--- config.mk ---
export PLATFORM = sky130hd
export DESIGN_NAME = csel_pipe_adder
export DESIGN_NICKNAME = d
export VERILOG_FILES = /design/src/rtl/csel_pipe_adder.sv
export SDC_FILE = /design/constraint.sdc
export NUM_CORES = 1
export LEC_CHECK = 0
export ABC_AREA = 1
export ABC_CLOCK_PERIOD_IN_PS = 6200
export BUFFER_PORTS_ARGS = -buffer_cell sky130_fd_sc_hd__buf_4
export CORE_UTILIZATION = 46
export CTS_CLUSTER_DIAMETER = 30
export DETAILED_ROUTE_END_ITERATION = 6
export PLACE_DENSITY = 0.65
export SYNTH_ARGS = -nofsm -noshare
export SYNTH_HDL_FRONTEND = slang
export SYNTH_SLANG_ARGS = --single-unit
--- constraint.sdc ---
create_clock -name clk -period 6.2 [get_ports clk]
set_input_delay 1.24 -clock clk [delete_from_list [all_inputs] [get_ports clk]]
set_output_delay 1.24 -clock clk [all_outputs]
set_load 0.05 [all_outputs]
--- src/rtl/csel_pipe_adder.sv ---
// rtl/csel_pipe_adder.sv - pipelined carry-select adder/subtractor, one BLOCK-bit slice per stage
module csel_pipe_adder #(
    parameter int WIDTH = 32,
    parameter int BLOCK = 8
) (
    input  logic             clk,
    input  logic             rst_n,
    input  logic             in_valid,
    output logic             in_ready,
    input  logic [WIDTH-1:0] a,
    input  logic [WIDTH-1:0] b,
    input  logic             cin,
    input  logic             sub,
    output logic             out_valid,
    input  logic             out_ready,
    output logic [WIDTH-1:0] sum,
    output logic             cout,
    output logic             ovf
);
    localparam int NBLK = WIDTH / BLOCK;

    if (BLOCK < 1 || (WIDTH % BLOCK) != 0) begin : g_param_check
        $error("csel_pipe_adder: WIDTH must be a positive multiple of BLOCK");
    end

    logic             en;
    logic [WIDTH-1:0] b_eff;

    // The whole pipe advances together unless a finished result is waiting on downstream.
    always_comb begin
        en    = out_ready | ~out_valid;
        b_eff = sub ? ~b : b;
    end

    assign in_ready = en;

    // Stage s resolves block s; each stage keeps only the operand bits still to be added.
    for (genvar s = 0; s < NBLK; s++) begin : g_stg
        localparam int LO  = s * BLOCK;
        localparam int REM = WIDTH - LO - BLOCK;

        logic [BLOCK-1:0]    x;
        logic [BLOCK-1:0]    y;
        logic                c_in;
        logic                v_in;
        logic [BLOCK:0]      sum0;
        logic [BLOCK:0]      sum1;
        logic [BLOCK:0]      blk;
        logic                v_d, v_q;
        logic                c_d, c_q;
        logic [LO+BLOCK-1:0] s_d, s_q;

        if (s == 0) begin : g_src
            // First stage takes operands straight from the ports.
            always_comb begin
                x    = a[BLOCK-1:0];
                y    = b_eff[BLOCK-1:0];
                c_in = cin;
                v_in = in_valid;
                s_d  = blk[BLOCK-1:0];
            end
        end else begin : g_src
            // Later stages take the next slice and the carry from the previous stage.
            always_comb begin
                x    = g_stg[s-1].g_rem.a_q[BLOCK-1:0];
                y    = g_stg[s-1].g_rem.b_q[BLOCK-1:0];
                c_in = g_stg[s-1].c_q;
                v_in = g_stg[s-1].v_q;
                s_d  = {blk[BLOCK-1:0], g_stg[s-1].s_q};
            end
        end

        // Both carry hypotheses are formed in parallel; the registered carry picks one.
        always_comb begin
            sum0 = {1'b0, x} + {1'b0, y};
            sum1 = {1'b0, x} + {1'b0, y} + {{BLOCK{1'b0}}, 1'b1};
            blk  = c_in ? sum1 : sum0;
            c_d  = blk[BLOCK];
            v_d  = v_in;
        end

        // Stage valid, accumulated low sum bits and outgoing carry.
        always_ff @(posedge clk or negedge rst_n) begin
            if (!rst_n) begin
                v_q <= 1'b0;
                c_q <= 1'b0;
                s_q <= '0;
            end else if (en) begin
                v_q <= v_d;
                c_q <= c_d;
                s_q <= s_d;
            end
        end

        if (REM > 0) begin : g_rem
            logic [REM-1:0] a_d, a_q;
            logic [REM-1:0] b_d, b_q;

            if (s == 0) begin : g_from_port
                // Drop the slice consumed here; keep the upper operand bits.
                always_comb begin
                    a_d = a[WIDTH-1:BLOCK];
                    b_d = b_eff[WIDTH-1:BLOCK];
                end
            end else begin : g_from_stage
                // Drop the slice consumed here; keep the upper operand bits.
                always_comb begin
                    a_d = g_stg[s-1].g_rem.a_q[REM+BLOCK-1:BLOCK];
                    b_d = g_stg[s-1].g_rem.b_q[REM+BLOCK-1:BLOCK];
                end
            end

            // Operand bits still waiting for later stages.
            always_ff @(posedge clk or negedge rst_n) begin
                if (!rst_n) begin
                    a_q <= '0;
                    b_q <= '0;
                end else if (en) begin
                    a_q <= a_d;
                    b_q <= b_d;
                end
            end
        end

        if (s == NBLK - 1) begin : g_last
            logic ovf_d, ovf_q;

            // Carry into the MSB is recovered from the MSB operand and sum bits.
            always_comb begin
                ovf_d = x[BLOCK-1] ^ y[BLOCK-1] ^ blk[BLOCK-1] ^ blk[BLOCK];
            end

            // Signed overflow flag travels with the final stage.
            always_ff @(posedge clk or negedge rst_n) begin
                if (!rst_n) begin
                    ovf_q <= 1'b0;
                end else if (en) begin
                    ovf_q <= ovf_d;
                end
            end
        end
    end

    // Outputs come straight from the last stage registers.
    always_comb begin
        out_valid = g_stg[NBLK-1].v_q;
        sum       = g_stg[NBLK-1].s_q;
        cout      = g_stg[NBLK-1].c_q;
        ovf       = g_stg[NBLK-1].g_last.ovf_q;
    end
endmodule

==> summary.md <==
| Metric | Value |
|---|---|
| # setup viols final | `0` |
| Fin Clk Skew | `11.0 ps` |
| Gate Count Post-Synth | `1128` |
| Final Max Slew Viols | `0` |
| Synth unique cells | `36` |
| Drt drc | `0` |
| Fin Setup TNS | `0 ps` |
| Crit start category | `input pin` |
| Drt first pass iters | `5` |
| Share of layout cells above drive strength 1 | `14.4%` |
| Worst IR drop on VDD | `0.000206 V` |
| Yosys synthesis warning count | `0` |
| Post-synth EDFFs | `0` |
| Required time worst endpoint | `4960 ps` |
| Most common cell after layout, fill and taps aside | `nand2_1` |
| Syn_nets | `1239` |
| 1st-iter DRT viols | `332` |
| Core footprint | `0.0196 mm^2` |
| Worst hold path class | `reg -> reg` |
| Port Buffers | `105` |
| Pre-CTS setup slack | `2380 ps` |
| Achievable Freq | `274 MHz` |
| Status | `completed` |
| Total of max-cap violations | `0` |
| CP Capture Type | `output pin` |
| H-tree Lvls | `4` |
| Largest net degree at the start of global routing | `125` |
| Via/cell ratio | `4.80` |
| Synth Flop Type | `dfrtp_1` |
| Min setup slack post-route | `2550 ps` |
| Power per standard cell area | `546 mW/mm^2` |
| FF+latch count, synth | `185` |
| Initial cell density of the core | `47.4%` |
| Post-route ant nets | `0` |
| Routed wire length per instance | `12.2 um` |
| Vias in the first global route | `6935` |
| CTS buffer count | `17` |
| Final period util | `58.8%` |
| Post-synthesis sequential area ratio | `49.9%` |
| Via count | `7150` |
| CP Data Arrival Time | `2410 ps` |
| Most frequent cells in the layout | `nand2_1 (440), dfrtp_1 (185), buf_4 (109), inv_1 (99), o21ai_0 (90)` |
| Placer Congestion | `0.831` |
| Nets | `1324` |
| WS Path Type | `in -> out` |
| Count of final hold-check violations | `0` |
| Unrepaired setup endpoints after global routing | `false` |
| Total track usage | `19.0%` |
| Register-to-Register Path Depth | `5` |
| Netlist Area Pre-Place | `0.00928 mm^2` |
| Grt total ovfl | `0` |
| Slew margin rel. | `25.8%` |
| Post-Syn Area per Cell | `8.22 um^2` |
| Clock transition at path regs | `60 ps` |
| Clk Tree Root Cell | `clkbuf_16` |
| Slew @ Worst Pin | `1110 ps` |
| Max Root-Sink Buffers | `2` |
| DIE AREA | `0.0207 mm^2` |
| CTS Hold Bufs | `0` |
| Ys async rst share | `100%` |
| Dpl hpwl | `12100 um` |
| CTS resizes | `0` |
| Static leakage | `5.62 nW` |
| Overall power | `5.94 mW` |
| Die Y | `144 um` |
| CP Max Fanout | `101` |
| Diode count | `0` |
| Routed WL | `18200 um` |
| CTS tree | `built` |
| Clk_lat worst skew | `430 ps` |
| Initial antenna violation count | `0` |
| Die Wd | `144 um` |
| Fin crit period | `3650 ps` |
| P&R area growth vs syn | `17.3%` |
| Clock Sink Count | `185` |
| Core Rows | `51` |
| Hold path cells | `2` |
| First-pass GRT wire length | `31100 um` |
| Final hold slack | `445 ps` |
| Top-Level Pins | `106` |
| Post-CTS Setup Bufs | `0` |
[power by group]
group	internal (mW)	switching [mW]	total, mW	leakage (nW)
logic	0.959	1.83	2.79	3.08
clock network	0.659	0.468	1.13	0.300
registers	1.74	0.284	2.03	2.24
[registers in the layout, summed over array words and instances, names as in the netlist]
signal and count:
g_stg.s_q 48, g_stg.g_rem.b_q 48, cout 1, out_valid 1, sum 32, g_stg.c_q 3, g_stg.v_q 3, ovf 1
g_stg.g_rem.a_q 48
[synth_stat cells, types with 2 or more instances]
| cell type | n | area, um^2 |
|---|---|---|
| nor2_2 | 6 | 37.5 |
| o21ai_1 | 5 | 25.0 |
| nand3b_1 | 3 | 22.5 |
| or2_1 | 6 | 37.5 |
| a21oi_1 | 27 | 135 |
| nor3_1 | 8 | 40.0 |
| xnor2_1 | 32 | 280 |
| nor2_4 | 2 | 22.5 |
| dfrtp_1 | 185 | 4630 |
| o21a_1 | 4 | 30.0 |
| o21bai_1 | 2 | 15.0 |
| o21ai_0 | 90 | 450 |
| inv_1 | 100 | 375 |
| nand4_1 | 16 | 100 |
| fa_1 | 4 | 80.1 |
| o22ai_1 | 3 | 18.8 |
| nand3_2 | 6 | 60.1 |
| clkinv_1 | 2 | 7.51 |
| nand3_1 | 44 | 220 |
| nor2_1 | 24 | 90.1 |
| ha_1 | 37 | 463 |
| nand2_1 | 440 | 1650 |
| nand2_2 | 9 | 56.3 |
| xor2_1 | 14 | 123 |
| clkbuf_1 | 33 | 124 |
| inv_2 | 3 | 11.3 |
| o31ai_1 | 4 | 30.0 |
| buf_2 | 10 | 50.1 |
| a21oi_2 | 2 | 17.5 |
[cells by family after synthesis]
kind of cell / after synthesis / synth area share (%)
compound gates: 139 / 7.93
simple gates: 567 / 25.5
buf+inv: 149 / 6.27
fa+ha+maj: 41 / 5.85
xor+xnor: 47 / 4.52
flops: 185 / 49.9
[critical path: stages]
cell and delay, ps:
buf_4 90, nor2_4 40, inv_4 670, buf_4 340
[per-stage QoR]
step                      cell area, um^2  utilization (%)  cells
after floorplan                      9280                -   1128
after global placement              10300             52.4   1459
after detailed placement            10300             52.4   1459
after CTS                           10900             55.6   1491
after global routing                10900             55.6   1491
final                               10900             55.6   1491
[per-layer routing]
metal / global-route usage (%) / wire (um) / vias up
met3: 4.34 / 875 / 17
met1: 24.8 / 8800 / 3267
met5: 0 / 0 / -
met4: 5.60 / 199 / 0
li1: - / - / 3740
met2: 31.4 / 8310 / 126
[path summary, 6_finish.rpt]
| path | end | start | slack, ps |
|---|---|---|---|
| min | out_valid | g_stg[2].v_q | 450 |
| max | in_ready | out_ready | 2550 |
| min reg2reg | out_valid | g_stg[2].v_q | 450 |
| min in group asynchronous | sum[30] | rst_n | 880 |
| max reg2reg | g_stg[0].g_rem.b_q[22] | out_valid | 3540 |
| max in group asynchronous | g_stg[1].g_rem.a_q[15] | rst_n | 4150 |
[layout make-up]
| type | count | area, um^2 |
|---|---|---|
| tap | 265 | 332 |
| inverter | 105 | 397 |
| fill | 1865 | 8710 |
| clock inverter | 13 | 168 |
| timing repair buffer | 110 | 832 |
| multi-input combinational | 794 | 4070 |
| clock buffer | 19 | 453 |
| sequential | 185 | 4630 |
No activity file was read; power rests on OpenSTA's default activity.
